## config.mk

```make
export PLATFORM = sky130hd
export DESIGN_NAME = cmd_rx_assembler
export DESIGN_NICKNAME = d
export VERILOG_FILES = /design/src/rtl/dso_pkg.sv /design/src/rtl/uart_rx_byte.sv /design/src/rtl/cmd_rx_assembler.sv
export SDC_FILE = /design/constraint.sdc
export NUM_CORES = 1
export LEC_CHECK = 0
export BUFFER_PORTS_ARGS = -buffer_cell sky130_fd_sc_hd__buf_2
export CAP_MARGIN = 20
export CORE_MARGIN = 4
export CORE_UTILIZATION = 63
export DETAILED_ROUTE_END_ITERATION = 16
export PLACE_DENSITY = 0.9
export SKIP_CTS_REPAIR_TIMING = 1
export SYNTH_ARGS = -nofsm -noshare
export SYNTH_HDL_FRONTEND = slang
export SYNTH_SLANG_ARGS = --single-unit
```

## constraint.sdc

```tcl
create_clock -name clk -period 4.2 [get_ports clk]
set_input_delay 0.42 -clock clk [delete_from_list [all_inputs] [get_ports clk]]
set_output_delay 0.42 -clock clk [all_outputs]
set_load 0.1 [all_outputs]
```

## src/rtl/dso_pkg.sv

```systemverilog
// Shared types and default timing constants for the host command receive path.
package dso_pkg;

  typedef enum logic [1:0] {IDLE, START, DATA, STOP} rx_state_t;

  localparam int CMD_W            = 24;
  localparam int BYTES_PER_CMD    = 3;
  localparam int BAUD_DIV_DFLT    = 347;      // 40 MHz / 115200
  localparam int TIMEOUT_CYC_DFLT = 1000000;  // 25 ms at 40 MHz

endpackage

```

## src/rtl/uart_rx_byte.sv

```systemverilog
// UART 8N1 byte receiver: two-flop synchronizer, baud counter and start/data/stop FSM.
module uart_rx_byte
  import dso_pkg::*;
#(
  parameter int BAUD_DIV = BAUD_DIV_DFLT
) (
  input  logic       clk_i,
  input  logic       rst_ni,
  input  logic       rx_i,
  output logic [7:0] byte_o,
  output logic       byte_vld_o,
  output logic       frm_err_o,
  output logic       busy_o
);

  localparam int            CW        = $clog2(BAUD_DIV);
  localparam logic [CW-1:0] BIT_LAST  = CW'(BAUD_DIV - 1);
  localparam logic [CW-1:0] HALF_LAST = CW'(BAUD_DIV / 2 - 1);

  rx_state_t     state_q, state_d;
  logic [CW-1:0] cnt_q, cnt_d;
  logic [2:0]    bit_cnt_q, bit_cnt_d;
  logic          rx_meta_q, rx_s_q;
  logic          byte_vld_q, byte_vld_d;
  logic          frm_err_q, frm_err_d;
  logic          shift_en;
  logic [7:0]    shift_q;

  always_ff @(posedge clk_i or negedge rst_ni) begin
    if (!rst_ni) begin
      rx_meta_q  <= 1'b1;
      rx_s_q     <= 1'b1;
      state_q    <= IDLE;
      cnt_q      <= '0;
      bit_cnt_q  <= '0;
      byte_vld_q <= 1'b0;
      frm_err_q  <= 1'b0;
    end else begin
      rx_meta_q  <= rx_i;
      rx_s_q     <= rx_meta_q;
      state_q    <= state_d;
      cnt_q      <= cnt_d;
      bit_cnt_q  <= bit_cnt_d;
      byte_vld_q <= byte_vld_d;
      frm_err_q  <= frm_err_d;
    end
  end

  // Data bits arrive LSB first, so shift in at the MSB.
  always_ff @(posedge clk_i) begin
    if (shift_en) shift_q <= {rx_s_q, shift_q[7:1]};
  end

  always_comb begin
    state_d    = state_q;
    cnt_d      = (cnt_q == BIT_LAST) ? '0 : cnt_q + 1'b1;
    bit_cnt_d  = bit_cnt_q;
    byte_vld_d = 1'b0;
    frm_err_d  = 1'b0;
    shift_en   = 1'b0;
    case (state_q)
      IDLE: begin
        cnt_d = '0;
        if (!rx_s_q) state_d = START;
      end
      START: begin
        // Mid-start-bit check; a high line here was only a glitch.
        if (cnt_q == HALF_LAST) begin
          cnt_d     = '0;
          bit_cnt_d = '0;
          state_d   = rx_s_q ? IDLE : DATA;
        end
      end
      DATA: begin
        if (cnt_q == BIT_LAST) begin
          shift_en  = 1'b1;
          bit_cnt_d = bit_cnt_q + 3'd1;
          if (bit_cnt_q == 3'd7) state_d = STOP;
        end
      end
      STOP: begin
        if (cnt_q == BIT_LAST) begin
          byte_vld_d = rx_s_q;
          frm_err_d  = !rx_s_q;
          state_d    = IDLE;
        end
      end
      default: state_d = IDLE;
    endcase
  end

  assign byte_o     = shift_q;
  assign byte_vld_o = byte_vld_q;
  assign frm_err_o  = frm_err_q;
  assign busy_o     = (state_q != IDLE);

endmodule

```

## src/rtl/cmd_rx_assembler.sv

```systemverilog
// Assembles three UART bytes into a 24-bit command with cmd_rdy handshake,
// inter-byte timeout and overrun detection.
module cmd_rx_assembler
  import dso_pkg::*;
#(
  parameter int BAUD_DIV    = BAUD_DIV_DFLT,
  parameter int TIMEOUT_CYC = TIMEOUT_CYC_DFLT
) (
  input  logic             clk,
  input  logic             rst_n,
  input  logic             RX,
  input  logic             clr_cmd_rdy,
  output logic [CMD_W-1:0] cmd,
  output logic             cmd_rdy,
  output logic             frm_err,
  output logic             overrun,
  output logic             rx_busy
);

  localparam int            TW        = $clog2(TIMEOUT_CYC);
  localparam logic [TW-1:0] TO_LAST   = TW'(TIMEOUT_CYC - 1);
  localparam logic [1:0]    LAST_BYTE = 2'(BYTES_PER_CMD - 1);

  logic [7:0]       rx_byte;
  logic             byte_vld;
  logic             complete;
  logic [1:0]       byte_cnt_q, byte_cnt_d;
  logic [TW-1:0]    timer_q, timer_d;
  logic [CMD_W-1:0] cmd_q, cmd_d;
  logic             cmd_rdy_q, cmd_rdy_d;
  logic             overrun_q, overrun_d;
  logic [15:0]      shadow_q;

  uart_rx_byte #(
    .BAUD_DIV (BAUD_DIV)
  ) u_rx (
    .clk_i      (clk),
    .rst_ni     (rst_n),
    .rx_i       (RX),
    .byte_o     (rx_byte),
    .byte_vld_o (byte_vld),
    .frm_err_o  (frm_err),
    .busy_o     (rx_busy)
  );

  assign complete = byte_vld && (byte_cnt_q == LAST_BYTE);

  always_ff @(posedge clk or negedge rst_n) begin
    if (!rst_n) begin
      byte_cnt_q <= '0;
      timer_q    <= '0;
      cmd_q      <= '0;
      cmd_rdy_q  <= 1'b0;
      overrun_q  <= 1'b0;
    end else begin
      byte_cnt_q <= byte_cnt_d;
      timer_q    <= timer_d;
      cmd_q      <= cmd_d;
      cmd_rdy_q  <= cmd_rdy_d;
      overrun_q  <= overrun_d;
    end
  end

  // The last byte goes straight into cmd, so only the first two are held.
  always_ff @(posedge clk) begin
    if (byte_vld && byte_cnt_q == 2'd0) shadow_q[15:8] <= rx_byte;
    if (byte_vld && byte_cnt_q == 2'd1) shadow_q[7:0]  <= rx_byte;
  end

  always_comb begin
    byte_cnt_d = byte_cnt_q;
    timer_d    = timer_q;
    cmd_d      = cmd_q;
    cmd_rdy_d  = cmd_rdy_q;
    overrun_d  = 1'b0;

    // A fresh byte beats a simultaneous timeout.
    if (byte_vld) begin
      timer_d    = '0;
      byte_cnt_d = complete ? 2'd0 : byte_cnt_q + 2'd1;
    end else if (frm_err || byte_cnt_q == 2'd0) begin
      byte_cnt_d = '0;
      timer_d    = '0;
    end else if (timer_q == TO_LAST) begin
      byte_cnt_d = '0;
      timer_d    = '0;
    end else begin
      timer_d = timer_q + 1'b1;
    end

    if (complete && (!cmd_rdy_q || clr_cmd_rdy)) begin
      cmd_d     = {shadow_q, rx_byte};
      cmd_rdy_d = 1'b1;
    end else if (complete) begin
      overrun_d = 1'b1;
    end else if (clr_cmd_rdy) begin
      cmd_rdy_d = 1'b0;
    end
  end

  assign cmd     = cmd_q;
  assign cmd_rdy = cmd_rdy_q;
  assign overrun = overrun_q;

endmodule

```

* Word level (Yosys, flattened, before mapping)
Index checks and enable logic that the tools add are counted.
Storage, ports and cells: bits of input ports 4, output and inout bits 28, word-level logic and storage cells 82, flip-flop bits (word level) 90
Cells by class: eq/ne operators 15, add/subtract/negate cells 4, multiplexer cells 31, reduce and logical (&&, ||, !) cells 17
Operators with widths (count):
- two-way mux 20 bit | 3
- adder 20 x 1 -> 20 bit (second input constant) | 1
- equality test 20 bit (second input constant) | 1
- two-way mux 2 bit | 10
- two-way mux 9 bit | 2
- one-hot mux 9 bit (2 select lines) | 1
- two-way mux 1 bit | 11
- != test 2 x 1 -> 1 bit (second input constant) | 5
- adder 9 x 1 -> 9 bit (second input constant) | 1
- equality test 9 x 8 -> 1 bit (second input constant) | 1
- equality test 9 bit (second input constant) | 1
- one-hot mux 2 bit (4 select lines) | 1
- equality test 2 bit (second input constant) | 3
- two-way mux 3 bit | 2
- one-hot mux 3 bit (2 select lines) | 1
- nonzero test 2 bit | 3
- AND reduction 5 bit | 1
- equality test 2 x 1 -> 1 bit (second input constant) | 2
- logical AND 1 bit | 4
- logical NOT 2 bit | 2
- adder 3 x 1 -> 3 bit (second input constant) | 1
- equality test 3 bit (second input constant) | 1
- AND reduction 3 bit | 1
- nonzero test 3 bit | 1
- other kinds (5) | 7

* Logic depth before layout (Yosys ltp)
depth in word-level cells 5, mapped depth 6, depth with buffers taken out 6

* Hierarchy
From an unflattened synthesis, not the netlist that was laid out.
Unflattened totals: cells, all modules 279, area, all modules 3729.8 sq um
By module, submodules not included:
- cmd_rx_assembler | seq. area each 1681.6 sq um, cells an instance 194, times used 1, area an instance 2608.8 sq um
- uart_rx_byte | seq. area each 693.2 sq um, cells an instance 85, times used 1, area an instance 1121.1 sq um

* Worst setup path after synthesis
Ideal clock, no wire load.
path kind register to register, from register cmd_rdy_q (netlist: cmd_rdy), to register cmd_q[10] (netlist: cmd[10]), library setup time 0.125 ns, slack 2.184 ns, buffers on the path 2, period minus slack after synthesis 2.016 ns, stages on the path, launching flop included 6, arrival time 1.890 ns, data required time 4.075 ns, path through dfrtp_1 -> nand2b_1 -> nor2b_1 -> clkbuf_1 -> buf_2 -> mux2_2
On the way: cells in the longest elaborated chain, start to end 3
RTL lines:
- from (decl) | RTL line cmd_rx_assembler.sv:30 | logic cmd_rdy_q, cmd_rdy_d;
- from (signal assigned) | RTL line cmd_rx_assembler.sv:59 | cmd_rdy_q <= cmd_rdy_d;
- logical NOT 1 bit | RTL line cmd_rx_assembler.sv:91 | if (complete && (!cmd_rdy_q || clr_cmd_rdy)) begin
- logical OR 1 bit | RTL line cmd_rx_assembler.sv:91
- logical AND 1 bit | RTL line cmd_rx_assembler.sv:91
- to (signal assigned) | RTL line cmd_rx_assembler.sv:58 | cmd_q <= cmd_d;
- to (decl) | RTL line cmd_rx_assembler.sv:29 | logic [CMD_W-1:0] cmd_q, cmd_d;
Every way passes these cells. A chain may end at the register's enable or synchronous reset.

* Final worst setup path
from register u_rx.cnt_q[6], to register u_rx.shift_q[1] (netlist: u_rx.byte_o[1]), enable pin
On the way: cells in the longest elaborated chain, start to end 3
RTL lines:
- from (decl) | RTL line uart_rx_byte.sv:21 | logic [CW-1:0] cnt_q, cnt_d;
- from (signal assigned) | RTL line uart_rx_byte.sv:42 | cnt_q <= cnt_d;
- equality test 9 bit | RTL line uart_rx_byte.sv:75 | if (cnt_q == BIT_LAST) begin
- two-way mux 1 bit | RTL line uart_rx_byte.sv:75
- two-way mux 1 bit | RTL line uart_rx_byte.sv:61 | case (state_q)
- via u_rx.shift_en | RTL line uart_rx_byte.sv:26 | logic shift_en;
- to (signal assigned) | RTL line uart_rx_byte.sv:51 | if (shift_en) shift_q <= {rx_s_q, shift_q[7:1]};
- to (decl) | RTL line uart_rx_byte.sv:27 | logic [7:0] shift_q;
The timed path passes the listed nets, and every way through them passes these cells.

==> results.py <==
metrics = {
    "status": {
        "status": "completed",
    },
    "power_and_ir_drop": {
        "switching_share_pct": 21.3,
        "clockPowerShare_pct": 37.7,
        "p_total_mw": 1.46,
        "power_switching_mw": 0.311,
        "power_frac_comb_pct": 1.0,
        "p_per_area_mw_per_mm2": 356,
        "seqPwrFrac_pct": 61.3,
        "leakagePower_nw": 1.80,
        "p_int_mw": 1.15,
        "max-vdd-ir-drop_mv": 0.174,
    },
    "setup_path": {
        "r2r_cells": 3,
        "crit_family": "simple AND/OR/NAND/NOR gates",
        "critPathArrivalTime_ps": 2070,
        "timing.rr.end": "u_rx.byte_o[1]",
        "required_ps": 4190,
        "regToRegSetupSlack_ps": 2120,
        "path_depth": 3,
        "slowest_delay_ps": 570,
        "critPathKind": "flop to flop",
        "cp-start-kind": "flop",
        "timing.rr.start": "u_rx.cnt_q[6]",
        "worst-path-buf-inv": 0,
        "crit_path_end_kind": "flop",
        "cp_max_fo": 9,
        "crit_slowest_cell": "nor2_1",
        "crit_chain": "nor4bb_1, nand3_1, nor2_1",
    },
    "layout": {
        "area_growth_pct": 12.0,
        "stdcell_area_mm2": 0.00410,
        "final_util_pct": 73.6,
        "drive_gt1_share_pct": 25.4,
        "fill_cells": 364,
        "num_antenna_cells": 0,
        "stdcell_count": 395,
        "fin_nets": 328,
    },
    "floorplanning": {
        "core_area_mm2": 0.00557,
        "rows": 27,
        "die_w_um": 84.3,
        "die-height_um": 84.3,
        "dieArea_mm2": 0.00710,
        "pin_count": 32,
        "start_util_pct": 65.7,
    },
    "routing": {
        "drc": 0,
        "ant_nets": 0,
        "wl_per_cell_um": 15.6,
        "drt_iter0_drc": 144,
        "drt-pass1-iter-count": 4,
        "wirelength_um": 6160,
        "vias_per_cell": 5.67,
        "vias": 2238,
    },
    "timing": {
        "max_freq_ghz": 0.482,
        "rsz0062_at_grt": "no",
        "slew_violations": 0,
        "hold_slack_ps": 158,
        "slew-limit-headroom_pct": 45.9,
        "timing.final.crit_share_pct": 49.4,
        "totalNegativeSetupSlack_ps": 0,
        "setup_ws_ps": 2120,
        "finalClockSkew_ps": 9.64,
        "tightestPinTransition_ps": 811,
        "finalHoldViolCount": 0,
        "period_needed_ps": 2080,
        "finalSetupViolations": 0,
    },
    "logic_synthesis": {
        "yosys_warnings": 0,
        "synthesis.area_mm2": 0.00366,
        "avgSynthCellArea_um2": 13.0,
        "synth_largest_area_cell": "dfrtp_1",
        "yosysTopAreaCellShare_pct": 43.7,
        "synthCells": 281,
        "synthArstFlopShare_pct": 73.3,
        "syn_nets": 291,
        "synthTopCellsByCount": "64 x dfrtp_1, 32 x nor2_1, 24 x edfxtp_1, 24 x mux2_2, 13 x nand3_1",
        "yosys_most_used_dff": "dfrtp_1",
        "yosysMostFrequentCell": "dfrtp_1",
        "synth_area_leaders": "dfrtp_1 44%, edfxtp_1 20%, mux2_2 7.4%",
        "synth_seq_area_share_pct": 64.8,
        "yosysUniqueCellTypes": 44,
        "synth_seq_cells": 90,
        "synth_edf_count": 24,
    },
    "hold_path": {
        "holdPathStages": 1,
        "hold_path_end": "u_rx.rx_meta_q",
        "hp-start": "RX",
        "hold_path_class": "primary input to flop",
    },
    "place": {
        "io_buffers": 31,
        "gp_congestion": 0.840,
        "placed_cell_area_mm2": 0.00391,
        "place_inst": 379,
        "pre_cts_ws_ps": 2090,
        "hpwl_um": 4270,
    },
    "cts": {
        "cts_tree": "built",
        "ctsHtreeMaxLevel": 3,
        "cts_buffers": 9,
        "clock_latency_ps": 360,
        "clkSlewWorstSetupHoldPaths_ps": 80,
        "cts_sinks": 90,
        "clock-root-buffer": "clkbuf_8",
        "clockBufferDepth": 2,
    },
    "run": {
        "cap_violations": 0,
    },
    "grt": {
        "first_global_vias": 2306,
        "track_usage_pct": 19.2,
        "grt_overflow": 0,
        "grt_max_degree": 67,
        "antenna_found_initial": 0,
        "grt_pass1_wl_um": 10700,
    },
}
## kinds of logic after synthesis
kind of cell	count (synthesis)	share of synthesized area (%)
compound gates	22	3.76
xor+xnor	20	4.78
fa+ha+maj	6	2.05
buf+inv	15	1.78
flops	90	64.8
mux	26	7.92
simple gates	102	14.9
## cell usage in the layout, fill, tap and decap left out, types with 3 or more instances in the layout
cell type,synthesis,routed
a21oi_1,7,7
and2_1,3,3
and3_1,5,5
buf_2,3,31
clkbuf_8,0,9
clkinv_4,0,3
dfrtp_1,64,64
edfxtp_1,24,24
ha_1,6,6
inv_1,8,8
mux2_2,24,24
nand2_1,10,10
nand3_1,13,13
nand4_1,6,6
nor2_1,32,32
nor3_1,6,6
nor4_1,4,4
o21ai_0,5,5
o31ai_1,3,3
or3_1,5,5
or4_1,3,3
xnor2_1,12,12
xor2_1,8,8
## layer usage
metal / track usage (%) / share of wire, % / vias to the layer above
met5: 0 / 0 / -
met4: 9.36 / 1.7 / 0
met3: 5.50 / 5.0 / 9
met2: 30.7 / 48 / 47
met1: 24.3 / 45 / 1101
li1: - / - / 1081
## state kept, by name, summed over array words and instances, names as in the netlist, named ones only
| signal | cells |
|---|---|
| timer_q | 20 |
| u_rx.state_q | 1 |
| u_rx.frm_err_o | 1 |
| u_rx.cnt_q | 9 |
| cmd | 24 |
| u_rx.rx_s_q | 1 |
| u_rx.byte_o | 8 |
| overrun | 1 |
| u_rx.byte_vld_o | 1 |
| u_rx.bit_cnt_q | 3 |
| byte_cnt_q | 2 |
| cmd_rdy | 1 |
| u_rx.rx_meta_q | 1 |
| shadow_q | 16 |
## worst max path at each step
stage,start,slack [ps],to
after global placement,clr_cmd_rdy,2080,cmd[7]
final,u_rx.cnt_q[6],2120,u_rx.byte_o[1]
after detailed placement,u_rx.cnt_q[6],2090,u_rx.bit_cnt_q[0]
after floorplan,cmd_rdy,2180,cmd[10]
after global routing,u_rx.cnt_q[4],1910,u_rx.cnt_q[4]
after CTS,u_rx.cnt_q[6],2120,u_rx.byte_o[2]
## power groups by stage
| stage | clock network [mW] | registers (mW) | logic [mW] |
|---|---|---|---|
| after floorplan | 0 | 0.915 | 0.000680 |
| after global placement | 0 | 0.915 | 0.0151 |
| after detailed placement | 0 | 0.915 | 0.0153 |
| after CTS | 0.563 | 0.896 | 0.0153 |
| after global routing | 0.609 | 0.897 | 0.0171 |
| final | 0.551 | 0.896 | 0.0142 |
## final cells by class
| type | count | area [um2] | area share [%] |
|---|---|---|---|
| sequential | 90 | 2370 | 57.9 |
| multi-input combinational | 176 | 1230 | 29.9 |
| timing repair buffer | 33 | 190 | 4.63 |
| clock buffer | 11 | 153 | 3.72 |
| tap | 72 | 90.1 | 2.20 |
| clock inverter | 5 | 38.8 | 0.945 |
| inverter | 8 | 30.0 | 0.732 |
(Power assumes the default switching activity.)
